--- src/rtl/delivery_pkg.sv ---
// rtl/delivery_pkg.sv - grid geometry, scanner state encoding and map indexing
package delivery_pkg;

    localparam int ROWS  = 16;
    localparam int COLS  = 32;
    localparam int RW    = $clog2(ROWS);
    localparam int CW    = $clog2(COLS);
    localparam int MAP_W = ROWS * COLS;
    localparam int IW    = $clog2(MAP_W);

    typedef enum logic [2:0] {
        IDLE,
        LOAD,
        SHIFT,
        LATCH,
        SHOW,
        NEXT
    } state_t;

    function automatic logic [IW-1:0] map_index(input logic [RW-1:0] row, input logic [CW-1:0] col);
        return IW'(row) * IW'(COLS) + IW'(col);
    endfunction

endpackage

--- src/rtl/delivery_bit_timer.sv ---
// rtl/delivery_bit_timer.sv - loadable down-counter; done is high in the last cycle of a loaded period
module delivery_bit_timer #(
    parameter int W = 10
) (
    input  logic         clock,
    input  logic         reset,
    input  logic         load,
    input  logic [W-1:0] value,
    output logic         done
);

    logic [W-1:0] count;
    logic         active;

    // A load of N makes done rise exactly N cycles later; load wins over an expiring count.
    always_ff @(posedge clock or negedge reset) begin
        if (!reset) begin
            count  <= '0;
            active <= 1'b0;
        end else if (load) begin
            count  <= value - 1'b1;
            active <= 1'b1;
        end else if (active) begin
            if (count == '0) begin
                active <= 1'b0;
            end else begin
                count <= count - 1'b1;
            end
        end
    end

    assign done = active && (count == '0);

endmodule

--- src/rtl/delivery_map_scanner.sv ---
// rtl/delivery_map_scanner.sv - frame-snapshotting row scanner for a shift-register LED matrix
module delivery_map_scanner
    import delivery_pkg::*;
#(
    parameter int CLK_DIV  = 4,
    parameter int ROW_HOLD = 1000
) (
    input  logic             clock,
    input  logic             reset,
    input  logic             enable,
    input  logic [MAP_W-1:0] map_obstacle,
    input  logic [MAP_W-1:0] map_objective,
    input  logic [RW-1:0]    player_position,
    output logic             sclk,
    output logic             sdata_r,
    output logic             sdata_g,
    output logic             sdata_b,
    output logic             latch,
    output logic             oe_n,
    output logic [RW-1:0]    row_sel,
    output logic             busy,
    output logic             frame_done
);

    localparam int MAX_HOLD = (CLK_DIV > ROW_HOLD) ? CLK_DIV : ROW_HOLD;
    localparam int TW       = $clog2(MAX_HOLD + 1);
    localparam logic [RW-1:0] LAST_ROW = RW'(ROWS - 1);
    localparam logic [CW-1:0] LAST_COL = CW'(COLS - 1);

    state_t           state;
    logic [RW-1:0]    row;
    logic [CW-1:0]    col;
    logic [RW-1:0]    shadow_pos;
    logic [MAP_W-1:0] shadow_obstacle;
    logic [MAP_W-1:0] shadow_objective;

    logic          timer_load;
    logic          timer_done;
    logic [TW-1:0] timer_value;

    // The timer is reloaded on the same edge the FSM leaves a timed phase, so phases abut exactly.
    always_comb begin
        timer_load  = 1'b0;
        timer_value = TW'(CLK_DIV);
        case (state)
            LOAD:    timer_load = 1'b1;
            SHIFT:   timer_load = timer_done && !(sclk && col == '0);
            LATCH: begin
                timer_load  = 1'b1;
                timer_value = TW'(ROW_HOLD);
            end
            NEXT:    timer_load = (row != LAST_ROW);
            default: timer_load = 1'b0;
        endcase
    end

    delivery_bit_timer #(
        .W(TW)
    ) u_timer (
        .clock(clock),
        .reset(reset),
        .load (timer_load),
        .value(timer_value),
        .done (timer_done)
    );

    always_ff @(posedge clock or negedge reset) begin
        if (!reset) begin
            state            <= IDLE;
            row              <= '0;
            col              <= LAST_COL;
            shadow_pos       <= '0;
            shadow_obstacle  <= '0;
            shadow_objective <= '0;
            sclk             <= 1'b0;
            sdata_r          <= 1'b0;
            sdata_g          <= 1'b0;
            sdata_b          <= 1'b0;
            latch            <= 1'b0;
            oe_n             <= 1'b1;
            row_sel          <= '0;
            busy             <= 1'b0;
            frame_done       <= 1'b0;
        end else begin
            case (state)
                IDLE: begin
                    if (enable) begin
                        state <= LOAD;
                        busy  <= 1'b1;
                    end
                end
                LOAD: begin
                    shadow_obstacle  <= map_obstacle;
                    shadow_objective <= map_objective;
                    shadow_pos       <= player_position;
                    row              <= '0;
                    col              <= LAST_COL;
                    sclk             <= 1'b0;
                    // Shadows are being written on this edge, so the first bit comes from the inputs.
                    sdata_r          <= map_obstacle[map_index('0, LAST_COL)];
                    sdata_g          <= map_objective[map_index('0, LAST_COL)];
                    sdata_b          <= 1'b0;
                    frame_done       <= 1'b0;
                    state            <= SHIFT;
                end
                SHIFT: begin
                    if (timer_done) begin
                        if (!sclk) begin
                            sclk <= 1'b1;
                        end else if (col == '0) begin
                            sclk    <= 1'b0;
                            sdata_r <= 1'b0;
                            sdata_g <= 1'b0;
                            sdata_b <= 1'b0;
                            latch   <= 1'b1;
                            row_sel <= row;
                            state   <= LATCH;
                        end else begin
                            sclk    <= 1'b0;
                            col     <= col - 1'b1;
                            sdata_r <= shadow_obstacle[map_index(row, col - 1'b1)];
                            sdata_g <= shadow_objective[map_index(row, col - 1'b1)];
                            sdata_b <= (row == shadow_pos) && (col == CW'(1));
                        end
                    end
                end
                LATCH: begin
                    latch <= 1'b0;
                    oe_n  <= 1'b0;
                    state <= SHOW;
                end
                SHOW: begin
                    if (timer_done) begin
                        oe_n       <= 1'b1;
                        frame_done <= (row == LAST_ROW);
                        state      <= NEXT;
                    end
                end
                NEXT: begin
                    frame_done <= 1'b0;
                    if (row != LAST_ROW) begin
                        row     <= row + 1'b1;
                        col     <= LAST_COL;
                        sclk    <= 1'b0;
                        sdata_r <= shadow_obstacle[map_index(row + 1'b1, LAST_COL)];
                        sdata_g <= shadow_objective[map_index(row + 1'b1, LAST_COL)];
                        sdata_b <= 1'b0;
                        state   <= SHIFT;
                    end else if (enable) begin
                        state <= LOAD;
                    end else begin
                        busy  <= 1'b0;
                        state <= IDLE;
                    end
                end
                default: state <= IDLE;
            endcase
        end
    end

endmodule

--- config.mk ---
export PLATFORM = sky130hd
export DESIGN_NAME = delivery_map_scanner
export DESIGN_NICKNAME = d
export VERILOG_FILES = /design/src/rtl/delivery_pkg.sv /design/src/rtl/delivery_bit_timer.sv /design/src/rtl/delivery_map_scanner.sv
export SDC_FILE = /design/constraint.sdc
export NUM_CORES = 2
export LEC_CHECK = 0
export CAP_MARGIN = 20
export CORE_AREA = 2 2 403 405
export CTS_CLUSTER_DIAMETER = 100
export DETAILED_ROUTE_END_ITERATION = 12
export DIE_AREA = 0 0 405 407
export SYNTH_ARGS = -nofsm -noshare
export SYNTH_HDL_FRONTEND = slang
export SYNTH_SLANG_ARGS = --single-unit
export TNS_END_PERCENT = 20
--- constraint.sdc ---
create_clock -name clock -period 5.5 [get_ports clock]
set_clock_uncertainty 0.05 [all_clocks]
set_input_delay 1.65 -clock clock [delete_from_list [all_inputs] [get_ports clock]]
set_output_delay 1.65 -clock clock [all_outputs]
set_load 0.02 [all_outputs]
# [Yosys cells after proc, flatten, opt, wreduce, memory -nomap -nowiden]
# Index checks and enable logic that the tools add are counted.
[classes] add_sub_neg=6 magnitude_cmp=2 n_eq_ne=19 muxes=61 reduce_logical=28
[ops] op="10-bit 2-to-1 mux" n=4
[ops] op="1-bit binary-select mux with 9-bit select" n=4
[ops] op="1-bit 2-to-1 mux" n=30
[ops] op="9-bit by 10-bit less-than comparator with 1-bit output (second input constant)" n=2
[ops] op="5-bit 2-to-1 mux" n=4
[ops] op="2-bit != test (second input constant)" n=10
[ops] op="10-bit by 1-bit subtractor with 10-bit output (second input constant)" n=2
[ops] op="3-bit case mux with 6 select lines" n=1
[ops] op="4-bit AND reduction" n=4
[ops] op="3-bit 2-to-1 mux" n=5
[ops] op="1-bit case mux with 3 select lines" n=5
[ops] op="5-bit case mux with 3 select lines" n=1
[ops] op="2-bit nonzero test" n=6
[ops] op="10-bit logical NOT" n=1
[ops] op="5-bit AND reduction" n=2
[ops] op="9-bit by 5-bit adder with 9-bit output" n=1
[ops] op="9-bit by 5-bit adder with 9-bit output (second input constant)" n=1
[ops] op="1-bit case mux with 2 select lines" n=4
[ops] op="4-bit case mux with 2 select lines" n=1
[ops] op="2-bit AND reduction" n=4
[ops] op="3-bit by 2-bit == test with 1-bit output (second input constant)" n=2
[ops] op="3-bit == test (second input constant)" n=2
[ops] op="5-bit by 1-bit == test with 1-bit output (second input constant)" n=1
[ops] op="5-bit logical NOT" n=1
[ops] op="other kinds (14)" n=18
[word_totals] regBits=1063 in_bits=1031 output_inout_bits=12 word_cells=133

# [Logic depth before layout (Yosys ltp)]
[depth] depth_word=8 mapped_depth=18 mapped_depth_nobuf=11

# [By module]
# From an unflattened synthesis, not the netlist that was laid out.
[unflattened] hier_cells=3252 hier_area_um2=48844.3
[by_module_without_submodules] module="delivery_map_scanner" n_inst=1 cells_each=3165 area_per_inst_um2=48047.3 seq_area_each_um2=26332.8
[by_module_without_submodules] module="delivery_bit_timer" n_inst=1 cells_each=87 area_per_inst_um2=797.0 seq_area_each_um2=275.3

# [Worst setup path after synthesis]
# Ideal clock, no wire load.
[synth_path] path_type="register to register" start="register col[0]" end="register sdata_g" setup_time_ps=124 arrival_ps=3787 t_required_ps=5326 setup_slack_ps=1539 path_stages_with_launch=18 n_path_buf=8 synth_period_minus_slack_ps=3961 path_cell_list="dfstp_2 buf_4 buf_2 inv_1 buf_2 buf_1 ha_1 buf_4 buf_2 buf_2 clkbuf_1 mux4_2 nand2_1 nand3_1 nand4_1 nand4_1 a31oi_1 o21ai_1"
[synth_between] elab_chain_cells=8 word_cells_on_any_way=9 classes_between="add/sub (2); mux (6); reduce/logical (1)"
[synth_rtl] item="start: declaration" line_no="delivery_map_scanner.sv:32" source="logic [CW-1:0] col;"
[synth_rtl] item="start signal: assignment" line_no="delivery_map_scanner.sv:120" source="col <= col - 1'b1;"
[synth_rtl] item="5-bit by 1-bit subtractor with 5-bit output" line_no="delivery_map_scanner.sv:122" source="sdata_g <= shadow_objective[map_index(row, col - 1'b1)];"
[synth_rtl] item="9-bit by 5-bit adder with 9-bit output" line_no="delivery_pkg.sv:21" source="return IW'(row) * IW'(COLS) + IW'(col);"
[synth_rtl] item="1-bit binary-select mux with 9-bit select" line_no="delivery_map_scanner.sv:122"
[synth_rtl] item="1-bit 2-to-1 mux (not written as such)" line_no="delivery_map_scanner.sv:122"
[synth_rtl] item="1-bit 2-to-1 mux (*)" line_no="delivery_map_scanner.sv:110" source="end else if (col == '0) begin"
[synth_rtl] item="1-bit 2-to-1 mux (*)" line_no="delivery_map_scanner.sv:108" source="if (!sclk) begin"
[synth_rtl] item="1-bit 2-to-1 mux (*)" line_no="delivery_map_scanner.sv:107" source="if (timer_done) begin"
[synth_rtl] item="1-bit case mux with 3 select lines (*)" line_no="delivery_map_scanner.sv:85" source="case (state)"
[synth_rtl] item="end signal: assignment" line_no="delivery_map_scanner.sv:101" source="sdata_g <= map_objective[map_index('0, LAST_COL)];"
[synth_rtl] item="end signal: assignment" line_no="delivery_map_scanner.sv:122"
[synth_rtl] item="end signal: assignment" line_no="delivery_map_scanner.sv:146" source="sdata_g <= shadow_objective[map_index(row + 1'b1, LAST_COL)];"
[synth_rtl] item="end: declaration" line_no="delivery_map_scanner.sv:16" source="output logic sdata_g,"
# Every way passes the cells marked *; elsewhere a longest branch is shown, timed or not. The select of a mux whose other input is x is not followed.
# A chain may end at the register's enable or synchronous reset.

# [Final worst setup path]
# Ends and elaborated chain as after synthesis.

==> results.sh <==
export IMPL_status="completed"
export IMPL_yosys_area_top_type="dfrtp_1"
export IMPL_clock_path_buffers=3
export IMPL_max_cap_violations=0
export IMPL_grt_pass1_wl_mm=270
export IMPL_cts_tree="yes"
export IMPL_grt_max_degree=150
export IMPL_synth_edf_count=0
export IMPL_core_um2=160000
export IMPL_cts_made_buffers=131
export IMPL_cts_sink_count=1063
export IMPL_synth_ff_type="dfrtp_1"
export IMPL_tns_ns=0
export IMPL_crit_arrival_ns=5.42
export IMPL_seq_area_um2=26600
export IMPL_cts_setup_buffers=0
export IMPL_areaGrowthSynthToFinish_pct=36.4
export IMPL_syn_num_nets=4297
export IMPL_final_common_cell="dfrtp_1"
export IMPL_fmax_mhz=209
export IMPL_ant_nets=0
export IMPL_synth_top_area_share=0.543
export IMPL_crit_family="compound AO/OA/AOI/OAI gates"
export IMPL_ys_seq_area_frac=0.546
export IMPL_rsz0062_at_grt="false"
export IMPL_end_kind="flop"
export IMPL_ys_seq_elements=1063
export IMPL_vias_per_cell=5.06
export IMPL_p_total_w=0.0345
export IMPL_io_buffers=1042
export IMPL_drive_gt1_frac=0.364
export IMPL_setup_viol=0
export IMPL_crit_type="flop to flop"
export IMPL_cp_slowest_cell="xnor2_2"
export IMPL_postSynthAreaPerCell_um2=14.9
export IMPL_max_slew_margin=0.254
export IMPL_mostFrequentLayoutCells="dfrtp_1 (1055), mux2_2 (1044), clkdlybuf4s50_1 (1041), nand2_1 (241), mux4_2 (226)"
export IMPL_nets=5322
export IMPL_powerDensity_nw_per_um2=519
export IMPL_ioPinCount=1043
export IMPL_die_area_um2=165000
export IMPL_route_detailed_drc=0
export IMPL_synthCells=3261
export IMPL_maxSlewViolCount=0
export IMPL_rows=147
export IMPL_multiInputGateArea_um2=21100
export IMPL_cts_max_level=4
export IMPL_clkTransAtPathRegs_ns=0.06
export IMPL_synth_distinct_cells=78
export IMPL_worstSkewPairLatency_ns=0.78
export IMPL_ys_warn_count=0
export IMPL_min_path_type="flop to flop"
export IMPL_drtIter0Drc=2627
export IMPL_fin_crit_sh=0.870
export IMPL_avgRoutedWirePerCell_um=29.8
export IMPL_finalWirelength_mm=197
export IMPL_synth_area_top_cells="dfrtp_1 (54%), mux2_2 (24%), mux4_2 (10%)"
export IMPL_hold_viol=0
export IMPL_worstPathCellList="inv_2 -> ha_1 -> nor3b_2 -> xnor2_2 -> nand2_1 -> o21bai_1 -> a211oi_1 -> o311ai_1 -> o2111ai_1 -> o21ai_1"
export IMPL_antenna_found_initial=89
export IMPL_nFillCells=14900
export IMPL_worst_slew_pin_slew_ns=1.11
export IMPL_gp_congestion=0.850
export IMPL_postSynth_asyncResetShare=1.00
export IMPL_vdd_drop_max_v=0.000321
export IMPL_netlist_area_um2=48700
export IMPL_grt_util_all_layers=0.235
export IMPL_die_x_um=405
export IMPL_max_stage_delay_ns=0.86
export IMPL_cp_num_buf_inv=1
export IMPL_cts_root_buf="clkbuf_16"
export IMPL_cp_required_ns=6.14
export IMPL_ctsHoldBuffers=0
export IMPL_routed_via_count=33400
export IMPL_start_util=0.304
export IMPL_die_h_um=407
export IMPL_start_kind="flop"
export IMPL_critPathMaxFanout=10
export IMPL_overflow=0
export IMPL_min_period_ns=4.78
export IMPL_p_leak_nw=26.4
export IMPL_dr_pass1_iters=7
export IMPL_dp_hpwl_mm=149
export IMPL_cts_resized_gates=0
export IMPL_grt_pass1_vias=34900
sequential cells by signal, indices dropped and copies added (netlist names), 3 cells and up:
signal / cells
shadow_pos: 4
u_timer.count: 10
row_sel: 4
state: 3
shadow_obstacle: 512
col: 5
row: 4
shadow_objective: 512
synthesized netlist by cell type (4+ instances only):
cell / n
a311oi_1: 5
mux4_2: 226
o2111ai_1: 4
clkbuf_1: 142
buf_1: 8
and3_1: 4
a32oi_1: 17
nor2_1: 37
inv_1: 10
buf_2: 44
a211oi_1: 7
nand2_1: 242
o22a_1: 4
buf_4: 26
xor2_1: 6
nand3_1: 70
o31ai_1: 4
ha_1: 5
o22ai_1: 4
a21oi_1: 38
xnor2_1: 4
dfrtp_1: 1057
mux2_2: 1044
nand4_1: 20
o21ai_0: 27
buf_6: 6
nor3_1: 15
mux4_1: 6
mux2i_1: 60
a31oi_1: 25
a22oi_1: 10
o211ai_1: 7
dfstp_2: 6
kinds of logic (layout without fill, tap and decap cells):
family / after synthesis / count (layout) / share of synthesized area
adder cells (fa/ha/maj): 5 / 5 / 0.00128
XOR/XNOR: 12 / 12 / 0.00270
buffers and inverters: 240 / 1371 / 0.0238
flip-flops: 1063 / 1063 / 0.546
AO/OA/AOI/OAI: 190 / 190 / 0.0271
multiplexers: 1336 / 1336 / 0.361
other: 0 / 59 / 0
AND/OR/NAND/NOR: 415 / 415 / 0.0376
worst register-to-register path, stage by stage (launching register included):
cell and delay (ns):
dfstp_4 0.65, inv_2 0.07, ha_1 0.36, nor3b_2 0.28
xnor2_2 0.86, nand2_1 0.82, o21bai_1 0.39, a211oi_1 0.12
o311ai_1 0.73, o2111ai_1 0.22, o21ai_1 0.16
per-layer routing:
| layer | vias up | share of wire | global-route usage | routed length [um] |
|---|---|---|---|---|
| met5 | - | 0.0015 | 0 | 295 |
| met4 | 46 | 0.027 | 0.0830 | 5310 |
| met3 | 291 | 0.067 | 0.0618 | 13300 |
| met2 | 1176 | 0.49 | 0.385 | 96700 |
| met1 | 17600 | 0.41 | 0.299 | 81600 |
| li1 | 14300 | - | - | - |
final cells by class:
| type | instances | share of cell area |
|---|---|---|
| Tap cell | 2160 | 0.0407 |
| Sequential cell | 1063 | 0.400 |
| Inverter | 10 | 0.000565 |
| Multi-Input combinational cell | 1958 | 0.317 |
| Clock buffer | 194 | 0.0590 |
| Timing Repair Buffer | 1122 | 0.171 |
| Clock inverter | 45 | 0.00941 |
| Antenna cell | 59 | 0.00222 |
power breakdown:
part	internal (W)	leakage [nW]	total [W]	switching, W
Clock	0.00549	2.22	0.00914	0.00366
Combinational	0.00669	11.6	0.0107	0.00406
Sequential	0.0118	12.6	0.0146	0.00279
Total	0.0240	26.4	0.0345	0.0105
through the flow:
step | setup slack, ns | hold WS, ns | std cells | cell area [um^2] | util
global route | 0.640 | 0.458 | 6596 | 66400 | 0.415
CTS | 0.651 | 0.445 | 6551 | 66300 | 0.414
floorplan | 1.54 | 0.422 | 3261 | 48700 | -
global placement | 0.715 | 0.420 | 6312 | 61800 | 0.386
detailed placement | 0.660 | 0.432 | 6312 | 61800 | 0.386
finish | 0.716 | 0.434 | 6611 | 66500 | 0.415
path summary, 6_finish.rpt:
check	from	to	slack, ns	depth (start not counted)
max	col[0]	sdata_g	0.72	10
min	row_sel[2]	row_sel[2]	0.43	2
min in group asynchronous	reset	shadow_obstacle[90]	0.90	1
max in group asynchronous	reset	shadow_objective[511]	3.41	2
min reg2reg	row_sel[2]	row_sel[2]	0.43	2
max reg2reg	col[0]	sdata_g	0.72	10
Power figures use the tool's default switching activity.
